**src/rtl/fib_sequencer_pkg.sv**
```systemverilog
// Shared definitions for the Fibonacci run controller.
// Holds the controller state encoding, the default parameter widths and
// the clock_op value that stalls stepping.
package fib_sequencer_pkg;

  localparam int unsigned CLOCK_WIDTH_DEF = 6;
  localparam int unsigned VALUE_WIDTH_DEF = 30;
  localparam int unsigned COUNT_WIDTH_DEF = 16;

  // A clock_op of zero holds the datapath in place.
  localparam int unsigned CLOCK_OP_STALL  = 0;

  typedef enum logic [1:0] {
    ST_IDLE  = 2'd0,
    ST_CLEAR = 2'd1,
    ST_RUN   = 2'd2,
    ST_DONE  = 2'd3
  } fib_state_e;

endpackage

```
**src/rtl/fib_step_divider.sv**
```systemverilog
// Step divider: counts cycles while enabled and asserts tick once the count
// reaches period-1. A zero period never ticks.
// Ports:
//   clk_i, rst_ni : clock, asynchronous active-low reset
//   clr_i         : synchronous clear of the cycle counter
//   en_i          : count enable
//   period_i      : step period in cycles
//   tick_o        : step candidate for the current cycle
module fib_step_divider
  import fib_sequencer_pkg::*;
#(
  parameter int unsigned CLOCK_WIDTH = CLOCK_WIDTH_DEF
) (
  input  logic                   clk_i,
  input  logic                   rst_ni,
  input  logic                   clr_i,
  input  logic                   en_i,
  input  logic [CLOCK_WIDTH-1:0] period_i,
  output logic                   tick_o
);

  logic [CLOCK_WIDTH-1:0] div_q, div_d;
  logic                   stall;

  assign stall = (period_i == CLOCK_WIDTH'(CLOCK_OP_STALL));

  // '>=' rather than '==' so a shortened period takes effect on the next
  // cycle instead of waiting for the counter to wrap.
  always_comb begin
    tick_o = en_i && !stall && (div_q >= (period_i - CLOCK_WIDTH'(1)));
  end

  always_comb begin
    div_d = div_q;
    if (clr_i) begin
      div_d = '0;
    end else if (en_i) begin
      div_d = tick_o ? '0 : div_q + CLOCK_WIDTH'(1);
    end
  end

  always_ff @(posedge clk_i or negedge rst_ni) begin
    if (!rst_ni) begin
      div_q <= '0;
    end else begin
      div_q <= div_d;
    end
  end

endmodule

```
**src/rtl/fib_sequencer.sv**
```systemverilog
// Run controller for the Fibonacci datapath. Turns the programmed divider and
// enable switch into single-cycle step strobes, runs a bounded step count or
// free-runs, detects wrap of the datapath value and raises a done interrupt.
// Ports:
//   wb_clk_i, wb_rst_ni : clock, asynchronous active-low reset
//   enable_i            : run enable, low aborts a run
//   clock_op_i          : step period in cycles (0 stalls)
//   step_count_i        : steps per run (0 = free-run)
//   start_i, ack_i      : single-cycle start request / done acknowledge
//   value_i             : datapath output
//   fib_clear_o         : reseed strobe to the datapath
//   fib_step_o          : advance strobe to the datapath
//   busy_o, done_o      : run in progress / run finished
//   overflow_o          : sticky wrap flag
//   irq_o               : pulse on entry to DONE
//   steps_done_o        : steps issued in the current/last run
module fib_sequencer
  import fib_sequencer_pkg::*;
#(
  parameter int unsigned CLOCK_WIDTH = CLOCK_WIDTH_DEF,
  parameter int unsigned VALUE_WIDTH = VALUE_WIDTH_DEF,
  parameter int unsigned COUNT_WIDTH = COUNT_WIDTH_DEF
) (
  input  logic                   wb_clk_i,
  input  logic                   wb_rst_ni,
  input  logic                   enable_i,
  input  logic [CLOCK_WIDTH-1:0] clock_op_i,
  input  logic [COUNT_WIDTH-1:0] step_count_i,
  input  logic                   start_i,
  input  logic                   ack_i,
  input  logic [VALUE_WIDTH-1:0] value_i,
  output logic                   fib_clear_o,
  output logic                   fib_step_o,
  output logic                   busy_o,
  output logic                   done_o,
  output logic                   overflow_o,
  output logic                   irq_o,
  output logic [COUNT_WIDTH-1:0] steps_done_o
);

  fib_state_e             state_q, state_d;
  logic [COUNT_WIDTH-1:0] count_q, count_d;
  logic [COUNT_WIDTH-1:0] steps_done_q, steps_done_d;
  logic [VALUE_WIDTH-1:0] last_value_q, last_value_d;
  logic                   overflow_q, overflow_d;
  logic                   irq_q, irq_d;
  logic                   check_q, check_d;

  logic run_active;
  logic tick;
  logic check_now;
  logic wrap_hit;
  logic count_hit;
  logic step;

  assign run_active = (state_q == ST_RUN) && enable_i;

  fib_step_divider #(
    .CLOCK_WIDTH (CLOCK_WIDTH)
  ) u_div (
    .clk_i    (wb_clk_i),
    .rst_ni   (wb_rst_ni),
    .clr_i    (state_q == ST_CLEAR),
    .en_i     (run_active),
    .period_i (clock_op_i),
    .tick_o   (tick)
  );

  // The cycle after every step inspects the freshly updated datapath value.
  assign check_now = check_q && (state_q == ST_RUN);
  assign wrap_hit  = check_now && (value_i < last_value_q);
  assign count_hit = check_now && (count_q != '0) && (steps_done_q == count_q);
  assign step      = run_active && tick && !wrap_hit && !count_hit;

  always_comb begin
    state_d = state_q;
    unique case (state_q)
      ST_IDLE: begin
        if (start_i && enable_i) state_d = ST_CLEAR;
      end
      ST_CLEAR: begin
        state_d = enable_i ? ST_RUN : ST_IDLE;
      end
      ST_RUN: begin
        if (!enable_i)                 state_d = ST_IDLE;
        else if (wrap_hit || count_hit) state_d = ST_DONE;
      end
      ST_DONE: begin
        if (start_i && enable_i) state_d = ST_CLEAR;
        else if (ack_i)          state_d = ST_IDLE;
      end
      default: state_d = ST_IDLE;
    endcase
  end

  always_comb begin
    count_d      = count_q;
    steps_done_d = steps_done_q;
    last_value_d = last_value_q;
    overflow_d   = overflow_q;
    check_d      = step;
    irq_d        = (state_d == ST_DONE) && (state_q != ST_DONE);

    if (state_q == ST_CLEAR) begin
      count_d      = step_count_i;
      steps_done_d = '0;
      last_value_d = '0;
    end else begin
      if (step) steps_done_d = steps_done_q + COUNT_WIDTH'(1);
      if (check_now) last_value_d = value_i;
    end

    // Overflow is dropped on the way into CLEAR so a restart from DONE shows
    // a clean flag during the reseed cycle itself.
    if (state_d == ST_CLEAR || state_q == ST_CLEAR) begin
      overflow_d = 1'b0;
    end else if (state_q == ST_DONE && state_d == ST_IDLE) begin
      overflow_d = 1'b0;
    end else if (state_q == ST_RUN && state_d == ST_DONE && wrap_hit) begin
      overflow_d = 1'b1;
    end
  end

  always_ff @(posedge wb_clk_i or negedge wb_rst_ni) begin
    if (!wb_rst_ni) begin
      state_q      <= ST_IDLE;
      count_q      <= '0;
      steps_done_q <= '0;
      last_value_q <= '0;
      overflow_q   <= 1'b0;
      irq_q        <= 1'b0;
      check_q      <= 1'b0;
    end else begin
      state_q      <= state_d;
      count_q      <= count_d;
      steps_done_q <= steps_done_d;
      last_value_q <= last_value_d;
      overflow_q   <= overflow_d;
      irq_q        <= irq_d;
      check_q      <= check_d;
    end
  end

  assign fib_clear_o  = (state_q == ST_CLEAR);
  assign fib_step_o   = step;
  assign busy_o       = (state_q == ST_CLEAR) || (state_q == ST_RUN);
  assign done_o       = (state_q == ST_DONE);
  assign overflow_o   = overflow_q;
  assign irq_o        = irq_q;
  assign steps_done_o = steps_done_q;

endmodule
```
**config.mk**
```make
export PLATFORM = sky130hd
export DESIGN_NAME = fib_sequencer
export DESIGN_NICKNAME = d
export VERILOG_FILES = /design/src/rtl/fib_sequencer_pkg.sv /design/src/rtl/fib_step_divider.sv /design/src/rtl/fib_sequencer.sv
export SDC_FILE = /design/constraint.sdc
export NUM_CORES = 1
export LEC_CHECK = 0
export ABC_AREA = 1
export ABC_CLOCK_PERIOD_IN_PS = 2009
export CELL_PAD_IN_SITES_DETAIL_PLACEMENT = 1
export CELL_PAD_IN_SITES_GLOBAL_PLACEMENT = 1
export CORE_ASPECT_RATIO = 1.75
export CORE_UTILIZATION = 35
export DETAILED_ROUTE_END_ITERATION = 10
export PLACE_DENSITY_LB_ADDON = 0.1
export SYNTH_ARGS = -nofsm -noshare
export SYNTH_HDL_FRONTEND = slang
export SYNTH_SLANG_ARGS = --single-unit
export TNS_END_PERCENT = 5
```
**constraint.sdc**
```tcl
create_clock -name wb_clk_i -period 2.01 [get_ports wb_clk_i]
set_input_delay 0.3015 -clock wb_clk_i [delete_from_list [all_inputs] [get_ports wb_clk_i]]
set_output_delay 0.3015 -clock wb_clk_i [all_outputs]
set_load 0.05 [all_outputs]
```
==> results of run 1 <==
[final timing paths]
path | start | to | slack (ns) | cells after the start
max in group asynchronous | wb_rst_ni | state_q[0]$_DFF_PN0_ | 1.00 | 3
min reg2reg | last_value_q[0]$_DFFE_PN0P_ | last_value_q[0]$_DFFE_PN0P_ | 0.53 | 2
min in group asynchronous | wb_rst_ni | count_q[8]$_DFFE_PN0P_ | 0.42 | 2
max | clock_op_i[2] | fib_step_o | -0.36 | 13
max reg2reg | last_value_q[27]$_DFFE_PN0P_ | steps_done_o[4]$_DFFE_PN0P_ | -0.19 | 17
min | value_i[5] | last_value_q[5]$_DFFE_PN0P_ | 0.34 | 3
[placed cells by master, fill, tap and decap left out, types with 3 or more instances in the layout]
| master | Yosys | routed |
|---|---|---|
| nand2_1 | 119 | 106 |
| inv_1 | 83 | 78 |
| dfrtp_1 | 73 | 73 |
| nand3_1 | 57 | 56 |
| clkdlybuf4s50_1 | 0 | 56 |
| buf_4 | 0 | 48 |
| o21ai_0 | 48 | 46 |
| ha_1 | 43 | 33 |
| nor2_1 | 34 | 29 |
| a21oi_1 | 25 | 24 |
| inv_2 | 10 | 14 |
| xor2_1 | 14 | 13 |
| nand2_2 | 0 | 11 |
| nor3_1 | 13 | 11 |
| dlygate4sd2_1 | 0 | 11 |
| o21ai_1 | 10 | 10 |
| ha_4 | 0 | 9 |
| clkbuf_16 | 0 | 9 |
| nand4_1 | 5 | 5 |
| nand2_4 | 2 | 4 |
| nor2_2 | 1 | 4 |
| xnor2_1 | 5 | 4 |
| a21oi_2 | 2 | 3 |
| o21a_1 | 3 | 3 |
| o22ai_1 | 3 | 3 |
| clkbuf_1 | 12 | 3 |
| buf_12 | 0 | 3 |
[critical path, delay by kind of cell]
kind	cells	cell delay, ns
adder cells (fa/ha/maj)	1	0.32
XOR/XNOR	1	0.14
AND/OR/NAND/NOR	5	0.62
AO/OA/AOI/OAI	2	0.21
buffers and inverters	4	0.47
[metrics by stage]
| step | util (%) | setup TNS (ns) |
|---|---|---|
| final | 50.9 | -4.20 |
| after global placement | 46.2 | -16.45 |
| after floorplan | - | -0.855 |
| after detailed placement | 46.2 | -19.95 |
| after global routing | 50.9 | -7.47 |
| after CTS | 49.8 | -4.47 |
[flip-flops by register name, summed over array words and instances, names as in the netlist]
| name | flops |
|---|---|
| overflow_o | 1 |
| count_q | 16 |
| u_div.div_q | 6 |
| check_q | 1 |
| state_q | 2 |
| last_value_q | 30 |
| irq_o | 1 |
| steps_done_o | 16 |
[per-layer routing]
metal / up-vias / global-route usage, % / routed length, µm
li1: 2122 / - / -
met1: 2134 / 21.7 / 4940
met2: 71 / 43.6 / 8040
met3: 25 / 3.41 / 318
met4: 0 / 7.99 / 367
met5: - / 0 / 0
[logic make-up after synthesis]
logic type	count (synthesis)	synth area share, %
and+or+nand+nor	239	23.4
buffers and inverters	110	9.36
AOI/OAI and AO/OA	96	11.4
DFF	73	40.3
adders and majority gates	43	11.9
xor gates and xnor gates	19	3.67
[where the power goes]
| group | total [W] | switching (W) | internal [W] |
|---|---|---|---|
| clock | 0.00177 | 0.000616 | 0.00116 |
| sequential | 0.00185 | 0.000157 | 0.00169 |
| combinational | 0.00217 | 0.00135 | 0.000822 |
| total | 0.00579 | 0.00212 | 0.00367 |
[layout make-up]
type / count / area share (%)
Inverter: 94 / 5.59
Sequential cell: 73 / 28.6
Timing Repair Buffer: 127 / 18.1
Tap cell: 168 / 3.29
Multi-Input combinational cell: 397 / 39.4
Clock buffer: 14 / 4.13
Clock inverter: 2 / 0.939
[timing repair]
item	4_1_cts	5_1_grt
gates resized for setup	47	30
setup buffers	4	2
pin swaps	27	21
hold buffers	1	0
setup endpoints to repair	30	28
hold endpoints to repair	23	0
==> impl_metrics.ini, run 1 <==
[yosys]
netlist_top_cells_count = 119 x nand2_1, 83 x inv_1, 73 x dfrtp_1
async_reset_ff_share_pct = 100
synth_most_common_cell = nand2_1
ys_seq_area_share_pct = 40.3
yosys_warnings = 0
synth_top_cell_area_share_pct = 40.3
synth_top_flop_cell = dfrtp_1
synth_fp_nets = 680
synth_top_area_cell = dfrtp_1
synth_area_leaders = dfrtp_1 40%, ha_1 12%, nand2_1 9.9%
ys_ff_latch = 73
postSynthAreaPerCell_um2 = 7.82
synth_edf_count = 0
netlist_instances = 580
syn_area_um2 = 4530
synthDistinctLibCells = 34

[placed_design]
dp_hpwl_um = 10100
place_ws_ns = -0.870
dp.cells = 852
port_buffers = 78
place_congestion = 0.813
placed_area_um2 = 5810

[route]
vias = 4352
viasPerCell = 4.97
postRouteAntennaNets = 0
wl_um = 13700
drc = 0
wire_per_inst_um = 15.6
drt_first_pass_iters = 4
drt_iter0_markers = 97

[global_route]
grt_pass1_wl_um = 22700
gr-total-overflow = 0
grt_pass1_vias = 4918
antenna_found_initial = 0
grt_max_degree = 51
grtUsageTotal_pct = 21.9

[floorplanning]
die_w_um = 88.0
rows = 54
initial_core_util_pct = 36.1
coreArea_um2 = 12600
fp.dieH_um = 153
num_io_pins = 79
dieArea_um2 = 13400

[worst_setup_path]
criticalPathCategory = input pin to primary output
critPathLaunchType = input pin
cp_data_arrival_time_ns = 2.07
cpPeakStageDelay_ns = 0.32
crit_chain = buf_2, nor2_4, nand2_4, buf_6, xor2_2, ha_1, nand2_2, inv_2, o211ai_1, o2111ai_2, nand3_2, nor2_8, buf_12
crit_path_end_kind = primary output
critical_path_required_ns = 1.71
cp_slowest_cell = ha_1
cp_max_fo = 3

[sta]
setup_violations = 22
setup_slack_ns = -0.364
fin_crit_sh_pct = 118
slew_viol_final = 0
finalHoldViolations = 0
hold_ws_ns = 0.337
relSlewSlack_pct = 66.4
rsz0062_at_grt = yes
clock_skew_ns = 0.00698
min_period_ns = 2.37
fmax_mhz = 421
tightestPinTransition_ns = 0.502

[run_status]
violations = negative setup slack
status = complete, but fails checks

[cells_and_area]
fin_area_um2 = 6400
diodes = 0
multi_input_area_um2 = 2520
seqCellArea_um2 = 1830
nFillCells = 1544
fin_cells = 875
area_growth_pct = 41.1
finalNetCount = 802
layout-drive-gt1-share_pct = 18.5

[power]
finalPower_w = 0.00579
leakagePower_nw = 2.98
p_per_area_nw_per_um2 = 906
ir_drop_v = 0.000404

[clocking]
numClockSinks = 73
clk_pin_slew_ns = 0.05
cts_made_buffers = 9
root_buffer = clkbuf_16
cts_tree = built
cts_max_level = 3
clk_latency_ns = 0.33
clockBufferDepth = 2

[flow_run]
maxCapViolCount = 0

[hold_path]
hold_path.class = input pin to register
No activity file was read; power rests on OpenSTA's default activity.
==> run 2: changes to the inputs <==
--- a/constraint.sdc
+++ b/constraint.sdc
@@ -3,2 +3,2 @@
 set_output_delay 0.3015 -clock wb_clk_i [all_outputs]
-set_load 0.05 [all_outputs]
+set_load 0.02 [all_outputs]
==> impl_metrics.ini, run 2 (synthesis results as in run 1) <==
[run_status]
status = complete, but fails checks
violations = negative setup slack

[clocking]
numClockSinks = 73
cts_made_buffers = 9
cts_tree = built
clk_pin_slew_ns = 0.06
root_buffer = clkbuf_16
cts_max_level = 3
clockBufferDepth = 2
clk_latency_ns = 0.33

[sta]
fmax_mhz = 439
clock_skew_ns = 0.00744
fin_crit_sh_pct = 113
setup_slack_ns = -0.270
min_period_ns = 2.28
setup_tns_ns = -1.91
relSlewSlack_pct = 67.6
slew_viol_final = 0
finalHoldViolations = 0
rsz0062_at_grt = yes
setup_violations = 20
tightestPinTransition_ns = 0.486

[worst_setup_path]
cp_max_fo = 2
crit_top_cell = nand2_2
cp_slowest_cell = dfrtp_1
critical_path_required_ns = 1.71
crit_path_end_kind = primary output
criticalPathCategory = register to primary output
crit_chain = inv_1, ha_4, nand2_2, nor2_4, nand2_2, nor2_2, nand2_1, nand2_2, nand2_2, nand2_4, nand2_4, nor2_8, buf_6
critPathLaunchType = register
cp_data_arrival_time_ns = 1.98
cpPeakStageDelay_ns = 0.32

[cells_and_area]
nFillCells = 1566
layout-drive-gt1-share_pct = 20.6
multi_input_area_um2 = 2470
final_common_cell = nand2_1
finalNetCount = 828
final_cell_mix = 108 x nand2_1, 78 x inv_1, 73 x dfrtp_1, 73 x buf_4
largest_register_ffs = 30
area_growth_pct = 43.6
diodes = 0
seqCellArea_um2 = 1830
regMostFlops = last_value_q

[hold_path]
hold_path.class = input pin to register

[global_route]
grtUsageTotal_pct = 21.4
grt_max_degree = 41
antenna_found_initial = 0
gr-total-overflow = 0
grt_pass1_vias = 4933
grt_pass1_wl_um = 22200

[route]
drt_iter0_markers = 90
wl_um = 13500
vias = 4406
viasPerCell = 4.90
postRouteAntennaNets = 0
drt_first_pass_iters = 4
drc = 0
wire_per_inst_um = 15.0

[power]
p_per_area_nw_per_um2 = 866
ir_drop_v = 0.000731
p_comb_share_pct = 38.6
switching_share_pct = 35.8
seqPwrFrac_pct = 32.5
finalPower_w = 0.00564
intPower_w = 0.00362
clockPowerShare_pct = 29.0
switchingPower_w = 0.00202
leakagePower_nw = 3.09

[placed_design]
port_buffers = 78
place_ws_ns = -1.12
place_congestion = 0.809
dp_hpwl_um = 10100

[floorplanning]
num_io_pins = 79
coreArea_um2 = 12600
fp.dieH_um = 153
dieArea_um2 = 13400
rows = 54
initial_core_util_pct = 36.1
die_w_um = 88.0

[flow_run]
maxCapViolCount = 0
## run 2: final timing paths
| kind | slack [ns] | start | depth (start not counted) | endpoint |
|---|---|---|---|---|
| max | -0.27 | last_value_q[13]$_DFFE_PN0P_ | 13 | fib_step_o |
| min | 0.32 | value_i[28] | 3 | last_value_q[28]$_DFFE_PN0P_ |
| max reg2reg | -0.21 | last_value_q[13]$_DFFE_PN0P_ | 17 | steps_done_o[4]$_DFFE_PN0P_ |
| min reg2reg | 0.53 | count_q[12]$_DFFE_PN0P_ | 2 | count_q[12]$_DFFE_PN0P_ |
| max in group asynchronous | 0.92 | wb_rst_ni | 3 | irq_o$_DFF_PN0_ |
| min in group asynchronous | 0.49 | wb_rst_ni | 2 | count_q[8]$_DFFE_PN0P_ |
## run 2: through the flow
stage	cell area (µm²)	hold slack [ns]	std cells	utilization, %
2_1_floorplan	4570	0.00591	580	-
3_3_place_gp	6030	0.298	880	48.0
3_5_place_dp	6030	0.295	880	48.0
4_1_cts	6400	0.354	899	50.9
5_1_grt	6510	0.353	900	51.8
6_report	6510	0.320	900	51.8
## run 2: timing repair
action,CTS,global route
buffers inserted,3,1
pin swaps,31,23
hold endpoints to repair,33,0
endpoints found under the setup margin,30,29
resized for setup,51,32
hold buffers,1,0
## run 2: final cells by class
cell class / count / share of cell area (%)
Tap cell: 168 / 3.23
Inverter: 94 / 5.57
Clock inverter: 3 / 0.615
Sequential cell: 73 / 28.1
Multi-Input combinational cell: 397 / 37.9
Timing Repair Buffer: 153 / 20.7
Clock buffer: 12 / 3.94
## run 2: power by group through the flow
stage	sequential, W	combinational [W]	clock, W
after floorplan	0.00184	0.00118	0
after global placement	0.00185	0.00209	0
after detailed placement	0.00186	0.00215	0
after CTS	0.00184	0.00217	0.00168
after global routing	0.00186	0.00244	0.00173
final	0.00183	0.00217	0.00163
## run 2: layer usage
layer / GRT usage [%] / wire length [µm]
met4: 7.07 / 267
met3: 2.82 / 262
met2: 44.3 / 8110
met5: 0 / 0
met1: 20.2 / 4840
## run 2: critical path, delay by kind of cell, from the launching register on
| kind | cells | cell delay [ns] |
|---|---|---|
| flops | 1 | 0.32 |
| simple gates | 10 | 0.83 |
| buf+inv | 2 | 0.21 |
| fa+ha+maj | 1 | 0.28 |
